$ cat src/rtl/pipe_hazard_ctrl_pkg.sv
// Shared encodings for the pipeline hazard/forwarding controller.
package hazard_pkg;
  typedef enum logic [1:0] {PC_SEQ = 2'b00, PC_BR = 2'b01, PC_J = 2'b10} pcSel_t;
  typedef enum logic [1:0] {FWD_RF = 2'b00, FWD_WB = 2'b01, FWD_MEM = 2'b10} fwdSel_t;
  typedef enum logic [1:0] {RUN, WAIT, DONE} memState_t;
endpackage

$ cat src/rtl/pipe_hazard_ctrl_if.sv
// Pipeline-status inputs and stall/flush/forward outputs of the hazard controller.
interface pipe_hazard_ctrl_if #(parameter int CNT_W = 32);
  logic [4:0] RsD, RtD, RsE, RtE, WriteRegM, WriteRegW;
  logic       MemToRegE, RegWriteM, MemToRegM, MemWriteM;
  logic       BranchEqM, zeroM, JumpM, RegWriteW;
  logic       StallF, StallD, StallE, StallM;
  logic       FlushD, FlushE, FlushM, FlushW;
  logic [1:0] ForwardAE, ForwardBE, PCctrl;
  logic [CNT_W-1:0] stall_cycles, redirects;

  modport master (
    output RsD, RtD, RsE, RtE, WriteRegM, WriteRegW,
           MemToRegE, RegWriteM, MemToRegM, MemWriteM,
           BranchEqM, zeroM, JumpM, RegWriteW,
    input  StallF, StallD, StallE, StallM, FlushD, FlushE, FlushM, FlushW,
           ForwardAE, ForwardBE, PCctrl, stall_cycles, redirects
  );
  modport slave (
    input  RsD, RtD, RsE, RtE, WriteRegM, WriteRegW,
           MemToRegE, RegWriteM, MemToRegM, MemWriteM,
           BranchEqM, zeroM, JumpM, RegWriteW,
    output StallF, StallD, StallE, StallM, FlushD, FlushE, FlushM, FlushW,
           ForwardAE, ForwardBE, PCctrl, stall_cycles, redirects
  );
endinterface

$ cat src/rtl/pipe_hazard_ctrl_fwd_unit.sv
// EXE operand forwarding select for one source register; MEM result beats WB.
module fwd_unit
  import hazard_pkg::*;
(
  input  logic [4:0] rs,
  input  logic       regWriteM,
  input  logic [4:0] writeRegM,
  input  logic       regWriteW,
  input  logic [4:0] writeRegW,
  output fwdSel_t    sel
);
  always_comb begin
    sel = FWD_RF;
    // $0 is hardwired, so a write to it never produces a forwardable value
    if (regWriteM && writeRegM != 5'd0 && writeRegM == rs)      sel = FWD_MEM;
    else if (regWriteW && writeRegW != 5'd0 && writeRegW == rs) sel = FWD_WB;
  end
endmodule

$ cat src/rtl/pipe_hazard_ctrl.sv
// Hazard controller: data-memory wait sequencing, redirect/load-use priority,
// EXE forwarding selects and stall/redirect counters.
module pipe_hazard_ctrl
  import hazard_pkg::*;
#(
  parameter int DM_LAT = 2,
  parameter int CNT_W  = 32
) (
  input logic clk,
  input logic clr,
  pipe_hazard_ctrl_if.slave bus
);
  localparam int CW = (DM_LAT > 1) ? $clog2(DM_LAT) : 1;
  localparam logic [CW-1:0] CNT_INIT = CW'((DM_LAT > 0) ? DM_LAT - 1 : 0);

  memState_t state, nextState;
  logic [CW-1:0] cnt, nextCnt;
  logic memOp, hold, take, takeOk, lwStall, lwOk, stallF;
  fwdSel_t fwdA, fwdB;
  logic [CNT_W-1:0] stallCnt, redirCnt;

  assign memOp = bus.MemToRegM | bus.MemWriteM;

  always_ff @(posedge clk or posedge clr) begin
    if (clr) begin
      state <= RUN;
      cnt   <= '0;
    end else begin
      state <= nextState;
      cnt   <= nextCnt;
    end
  end

  // DONE lets the held memory op retire without re-arming, even if memOp stays high
  always_comb begin
    nextState = state;
    nextCnt   = cnt;
    hold      = 1'b0;
    case (state)
      RUN: if (memOp && DM_LAT > 0) begin
        hold      = 1'b1;
        nextCnt   = CNT_INIT;
        nextState = (DM_LAT == 1) ? DONE : WAIT;
      end
      WAIT: begin
        hold    = 1'b1;
        nextCnt = cnt - 1'b1;
        if (cnt == CW'(1)) nextState = DONE;
      end
      DONE:    nextState = RUN;
      default: nextState = RUN;
    endcase
  end

  assign take    = (bus.BranchEqM & bus.zeroM) | bus.JumpM;
  assign takeOk  = ~hold & take;
  assign lwStall = bus.MemToRegE && (bus.RtE != 5'd0) &&
                   (bus.RtE == bus.RsD || bus.RtE == bus.RtD);
  // a taken redirect squashes the dependent instruction, so no load-use bubble
  assign lwOk    = ~hold & ~take & lwStall;
  assign stallF  = hold | lwOk;

  fwd_unit uFwdA (
    .rs(bus.RsE), .regWriteM(bus.RegWriteM), .writeRegM(bus.WriteRegM),
    .regWriteW(bus.RegWriteW), .writeRegW(bus.WriteRegW), .sel(fwdA)
  );
  fwd_unit uFwdB (
    .rs(bus.RtE), .regWriteM(bus.RegWriteM), .writeRegM(bus.WriteRegM),
    .regWriteW(bus.RegWriteW), .writeRegW(bus.WriteRegW), .sel(fwdB)
  );

  always_ff @(posedge clk or posedge clr) begin
    if (clr) begin
      stallCnt <= '0;
      redirCnt <= '0;
    end else begin
      if (stallF) stallCnt <= stallCnt + 1'b1;
      if (takeOk) redirCnt <= redirCnt + 1'b1;
    end
  end

  assign bus.StallF       = ~clr & stallF;
  assign bus.StallD       = ~clr & stallF;
  assign bus.StallE       = ~clr & hold;
  assign bus.StallM       = ~clr & hold;
  assign bus.FlushD       = ~clr & takeOk;
  assign bus.FlushE       = ~clr & (takeOk | lwOk);
  assign bus.FlushM       = ~clr & takeOk;
  assign bus.FlushW       = ~clr & hold;
  assign bus.ForwardAE    = clr ? FWD_RF : fwdA;
  assign bus.ForwardBE    = clr ? FWD_RF : fwdB;
  assign bus.PCctrl       = (clr || !takeOk) ? PC_SEQ : (bus.JumpM ? PC_J : PC_BR);
  assign bus.stall_cycles = stallCnt;
  assign bus.redirects    = redirCnt;
endmodule

$ cat src/flat_wrapper.sv
// flat-port wrapper written by rule: the top's interface ports become plain ports
module pipe_hazard_ctrl_flat import hazard_pkg::*;
#(
  parameter int DM_LAT = 2,
  parameter int CNT_W  = 32
)
  (clk, clr, bus_RsD, bus_RtD, bus_RsE, bus_RtE, bus_WriteRegM, bus_WriteRegW, bus_MemToRegE, bus_RegWriteM, bus_MemToRegM, bus_MemWriteM, bus_BranchEqM, bus_zeroM, bus_JumpM, bus_RegWriteW, bus_StallF, bus_StallD, bus_StallE, bus_StallM, bus_FlushD, bus_FlushE, bus_FlushM, bus_FlushW, bus_ForwardAE, bus_ForwardBE, bus_PCctrl, bus_stall_cycles, bus_redirects);
  pipe_hazard_ctrl_if #(.CNT_W(CNT_W)) bus_i ();
  input logic clk;
  input logic clr;
  input wire logic [$bits(bus_i.RsD)-1:0] bus_RsD;
  input wire logic [$bits(bus_i.RtD)-1:0] bus_RtD;
  input wire logic [$bits(bus_i.RsE)-1:0] bus_RsE;
  input wire logic [$bits(bus_i.RtE)-1:0] bus_RtE;
  input wire logic [$bits(bus_i.WriteRegM)-1:0] bus_WriteRegM;
  input wire logic [$bits(bus_i.WriteRegW)-1:0] bus_WriteRegW;
  input wire logic [$bits(bus_i.MemToRegE)-1:0] bus_MemToRegE;
  input wire logic [$bits(bus_i.RegWriteM)-1:0] bus_RegWriteM;
  input wire logic [$bits(bus_i.MemToRegM)-1:0] bus_MemToRegM;
  input wire logic [$bits(bus_i.MemWriteM)-1:0] bus_MemWriteM;
  input wire logic [$bits(bus_i.BranchEqM)-1:0] bus_BranchEqM;
  input wire logic [$bits(bus_i.zeroM)-1:0] bus_zeroM;
  input wire logic [$bits(bus_i.JumpM)-1:0] bus_JumpM;
  input wire logic [$bits(bus_i.RegWriteW)-1:0] bus_RegWriteW;
  output wire logic [$bits(bus_i.StallF)-1:0] bus_StallF;
  output wire logic [$bits(bus_i.StallD)-1:0] bus_StallD;
  output wire logic [$bits(bus_i.StallE)-1:0] bus_StallE;
  output wire logic [$bits(bus_i.StallM)-1:0] bus_StallM;
  output wire logic [$bits(bus_i.FlushD)-1:0] bus_FlushD;
  output wire logic [$bits(bus_i.FlushE)-1:0] bus_FlushE;
  output wire logic [$bits(bus_i.FlushM)-1:0] bus_FlushM;
  output wire logic [$bits(bus_i.FlushW)-1:0] bus_FlushW;
  output wire logic [$bits(bus_i.ForwardAE)-1:0] bus_ForwardAE;
  output wire logic [$bits(bus_i.ForwardBE)-1:0] bus_ForwardBE;
  output wire logic [$bits(bus_i.PCctrl)-1:0] bus_PCctrl;
  output wire logic [$bits(bus_i.stall_cycles)-1:0] bus_stall_cycles;
  output wire logic [$bits(bus_i.redirects)-1:0] bus_redirects;
  assign bus_i.RsD = bus_RsD;
  assign bus_i.RtD = bus_RtD;
  assign bus_i.RsE = bus_RsE;
  assign bus_i.RtE = bus_RtE;
  assign bus_i.WriteRegM = bus_WriteRegM;
  assign bus_i.WriteRegW = bus_WriteRegW;
  assign bus_i.MemToRegE = bus_MemToRegE;
  assign bus_i.RegWriteM = bus_RegWriteM;
  assign bus_i.MemToRegM = bus_MemToRegM;
  assign bus_i.MemWriteM = bus_MemWriteM;
  assign bus_i.BranchEqM = bus_BranchEqM;
  assign bus_i.zeroM = bus_zeroM;
  assign bus_i.JumpM = bus_JumpM;
  assign bus_i.RegWriteW = bus_RegWriteW;
  assign bus_StallF = bus_i.StallF;
  assign bus_StallD = bus_i.StallD;
  assign bus_StallE = bus_i.StallE;
  assign bus_StallM = bus_i.StallM;
  assign bus_FlushD = bus_i.FlushD;
  assign bus_FlushE = bus_i.FlushE;
  assign bus_FlushM = bus_i.FlushM;
  assign bus_FlushW = bus_i.FlushW;
  assign bus_ForwardAE = bus_i.ForwardAE;
  assign bus_ForwardBE = bus_i.ForwardBE;
  assign bus_PCctrl = bus_i.PCctrl;
  assign bus_stall_cycles = bus_i.stall_cycles;
  assign bus_redirects = bus_i.redirects;
  pipe_hazard_ctrl #(.DM_LAT(DM_LAT), .CNT_W(CNT_W)) u_core (.clk(clk), .clr(clr), .bus(bus_i));
endmodule
$ cat config.mk
export PLATFORM = sky130hd
export DESIGN_NAME = pipe_hazard_ctrl_flat
export DESIGN_NICKNAME = d
export VERILOG_FILES = /design/src/rtl/pipe_hazard_ctrl_pkg.sv /design/src/rtl/pipe_hazard_ctrl_if.sv /design/src/rtl/pipe_hazard_ctrl_fwd_unit.sv /design/src/rtl/pipe_hazard_ctrl.sv /design/src/flat_wrapper.sv
export SDC_FILE = /design/constraint.sdc
export NUM_CORES = 1
export LEC_CHECK = 0
export CAP_MARGIN = 20
export CELL_PAD_IN_SITES_DETAIL_PLACEMENT = 1
export CELL_PAD_IN_SITES_GLOBAL_PLACEMENT = 1
export CORE_MARGIN = 2
export CORE_UTILIZATION = 32
export CTS_CLUSTER_DIAMETER = 150
export CTS_CLUSTER_SIZE = 14
export DETAILED_ROUTE_END_ITERATION = 10
export PLACE_DENSITY_LB_ADDON = 0.1
export SLEW_MARGIN = 20
export SYNTH_ARGS = -nofsm -noshare
export SYNTH_HDL_FRONTEND = slang
export SYNTH_SLANG_ARGS = --single-unit
export TNS_END_PERCENT = 10
$ cat constraint.sdc
create_clock -name clk -period 4.5 [get_ports clk]
set_input_delay 1.125 -clock clk [delete_from_list [all_inputs] [get_ports clk]]
set_output_delay 1.125 -clock clk [all_outputs]
set_load 0.05 [all_outputs]
==> impl_metrics.yaml <==
power:
  power_switching_mw: 0.8984
  cellLeakagePower_nw: 1.997
  p_sw_share_pct: 40.22
  sequentialPowerShare_pct: 36.0
  p_clk_share_pct: 25.8
  ir_drop_mv: 0.2453
  intPower_mw: 1.335
  powerDensity_nw_per_um2: 434.2
  comb_power_share_pct: 38.2
  power_mw: 2.234
global_routing:
  use_met1_pct: 21.35
  antenna_found_initial: 0
  use_met2_pct: 25.66
  grt_pass1_vias: 3046
  grtUsageTotal_pct: 16.46
  overflow: 0
  grt_max_degree: 68
  top_usage_layer: "met2"
  grt_pass1_wl_um: 15410
  grtUsageMet3_pct: 5.335
cts:
  cts_tree: "built"
  post_cts_buffers: 0
  clk_latency_ns: 0.35
  htreeDepth: 3
  path_clk_slew_ns: 0.07
  cts.sinks: 67
  holdBufCountCts: 0
  cts-resized-gates: 0
  root_buffer: "clkbuf_8"
  numCtsBuffers: 9
  ctsLongestPathBuffers: 2
worst_setup_path:
  reg2reg_depth: 6
  start_kind: "input port"
  crit_path_end_kind: "output port"
  crit_type: "input port to output port"
  critPathMaxFanout: 4
  timing.rr.start: "u_core.state[0]"
  rrSetupSlack_ns: 2.18
  cp.arrival_ns: 3.09
  cp_data_required_time_ns: 3.38
  worstReg2RegEnd: "u_core.bus.redirects[22]"
floorplanning:
  core-area_um2: 10840
  die_h_um: 109.6
  dieArea_um2: 12010
  num_io_pins: 118
  start_util_pct: 32.92
  fp-row-count: 38
  die-width_um: 109.6
detailed_routing:
  via_per_inst: 4.901
  drt_iter0_drc: 73
  ant_nets: 0
  firstDrtPassIters: 4
  vias: 2931
  post_drt_wl_per_cell_um: 15.40
  drc_errors: 0
  routed_wl_um: 9207
sta:
  worst_pin_slew_ns: 0.8737
  rsz0062_at_grt: "false"
  setup_viol: 0
  min_period_ns: 4.218
  slew_headroom_pct: 41.76
  fin_skew_ns: 0.009493
  drv_slew: 0
  fmax_ghz: 0.2371
  hold_violations: 0
  fin_crit_sh_pct: 93.73
final_layout:
  area_growth_pct: 44.14
  n_fill_cell: 1189
  fin_util_pct: 47.45
  multiInputGateArea_um2: 1808
  nets: 495
  seq_area_um2: 1677
  insertedDiodeCount: 0
  drive_above_1_share_pct: 10.48
  fin_area_um2: 5144
synth:
  synth_common_cells: "67 x dfrtp_1, 48 x xnor2_1, 44 x xor2_1"
  synth_cells: 337
  synth_cell_types: 42
  synth.area.top_cells: "dfrtp_1 47%, xnor2_1 12%, xor2_1 11%"
  seq_area_frac_synth_pct: 46.98
  synth_top_family_by_area: "simple AND/OR/NAND/NOR gates"
  synth_nets: 379
  synth_area_um2: 3568
  synth_fa_ha_area_share_pct: 0.7013
  synth_top_cell_by_area: "dfrtp_1"
  yosysMostFrequentCell: "dfrtp_1"
  muxShareOfSynthArea_pct: 0.3156
  synth_xor_area_share_pct: 22.58
  synthFlopType: "dfrtp_1"
  avgSynthCellArea_um2: 10.59
  synth_edf_count: 0
  synth_top_area_share_pct: 46.98
  synth_seq_cells: 67
  async_reset_ff_share_pct: 100.0
  yosys_warnings: 0
  synth-compound-area-share_pct: 2.980
  synth-simple-area-share_pct: 23.14
placement:
  dp_hpwl_um: 6909
  gp_congestion: 0.7443
  io_buffers: 117
  dpl_cell_area_um2: 4916
hold_path:
  min_to: "u_core.bus.redirects[31]"
  holdCritPathClass: "flop to flop"
  holdPathStages: 1
  hold_path.startpoint: "u_core.bus.redirects[31]"
flow_run:
  maxCapViolCount: 0
outcome:
  status: "finished, final reports clean"
## layout make-up
| type | count | area share, % |
|---|---|---|
| Clock buffer | 12 | 3.016 |
| Timing Repair Buffer | 120 | 24.13 |
| Sequential cell | 67 | 32.60 |
| Tap cell | 140 | 3.405 |
| Inverter | 3 | 0.2919 |
| Multi-Input combinational cell | 252 | 35.15 |
| Clock inverter | 4 | 1.411 |
## registers in the layout, indices dropped and copies added (netlist names)
name                     cells
u_core.cnt                   1
u_core.bus.redirects        32
u_core.state                 2
u_core.bus.stall_cycles     32
## layout by cell type (no fill, tap or decap), types with 3 or more instances in the layout
cell type        instances
xor2_1                  44
nor4b_1                  3
clkdlybuf4s50_1        106
dfrtp_1                 67
xnor2_1                 48
nand2_1                 32
nand3_1                 26
buf_12                   6
or4_1                    4
buf_4                    8
nor2_1                  15
or2_2                    4
nor4_1                  14
nand4_1                  7
clkbuf_8                11
and3_1                   7
and4_1                   3
nor3_1                  15
nor3b_1                  3
## power groups by stage
stage               Combinational [mW]  Clock (mW)  Sequential [mW]
floorplan                        0.346           0             1.04
global placement                 0.850           0            0.815
detailed placement               0.863           0            0.816
CTS                              0.865       0.598            0.806
global route                     0.911       0.617            0.823
finish                           0.854       0.576            0.804
## worst max-delay path by stage
stage	slack [ns]	end	start
finish	0.28	bus_ForwardAE[0]	bus_WriteRegM[0]
global route	0.13	bus_ForwardAE[0]	bus_WriteRegM[0]
CTS	0.13	bus_ForwardAE[0]	bus_WriteRegM[0]
detailed placement	0.14	bus_ForwardAE[0]	bus_WriteRegM[0]
global placement	0.20	bus_ForwardAE[0]	bus_WriteRegM[0]
floorplan	-0.02	bus_ForwardAE[0]	clr
## logic make-up after synthesis
family | Yosys count
xor+xnor | 92
mux | 1
fa+ha+maj | 2
compound gates | 10
buf+inv | 18
simple gates | 147
flops | 67
## per-stage QoR
stage	TNS, ns	cells	worst slack, ns	hold WS, ns
5_1_grt	0	598	0.1322	0.4881
6_report	0	598	0.2824	0.4682
4_1_cts	0	598	0.1347	0.4786
2_1_floorplan	-0.02178	337	-0.02178	0.4453
3_3_place_gp	0	582	0.1970	0.4587
3_5_place_dp	0	582	0.1422	0.4684
## metal layers
metal	up-vias	wire length, µm
li1	1395	-
met1	1440	4106
met2	82	4341
met3	14	604
met4	0	155
met5	-	0
## critical path, stage by stage
cell	delay, ns
clkdlybuf4s50_1	0.47
or4_1	0.54
o21ai_1	0.28
nor3_1	0.14
nor4_4	0.35
buf_12	0.18
No activity file was read; power rests on OpenSTA's default activity.
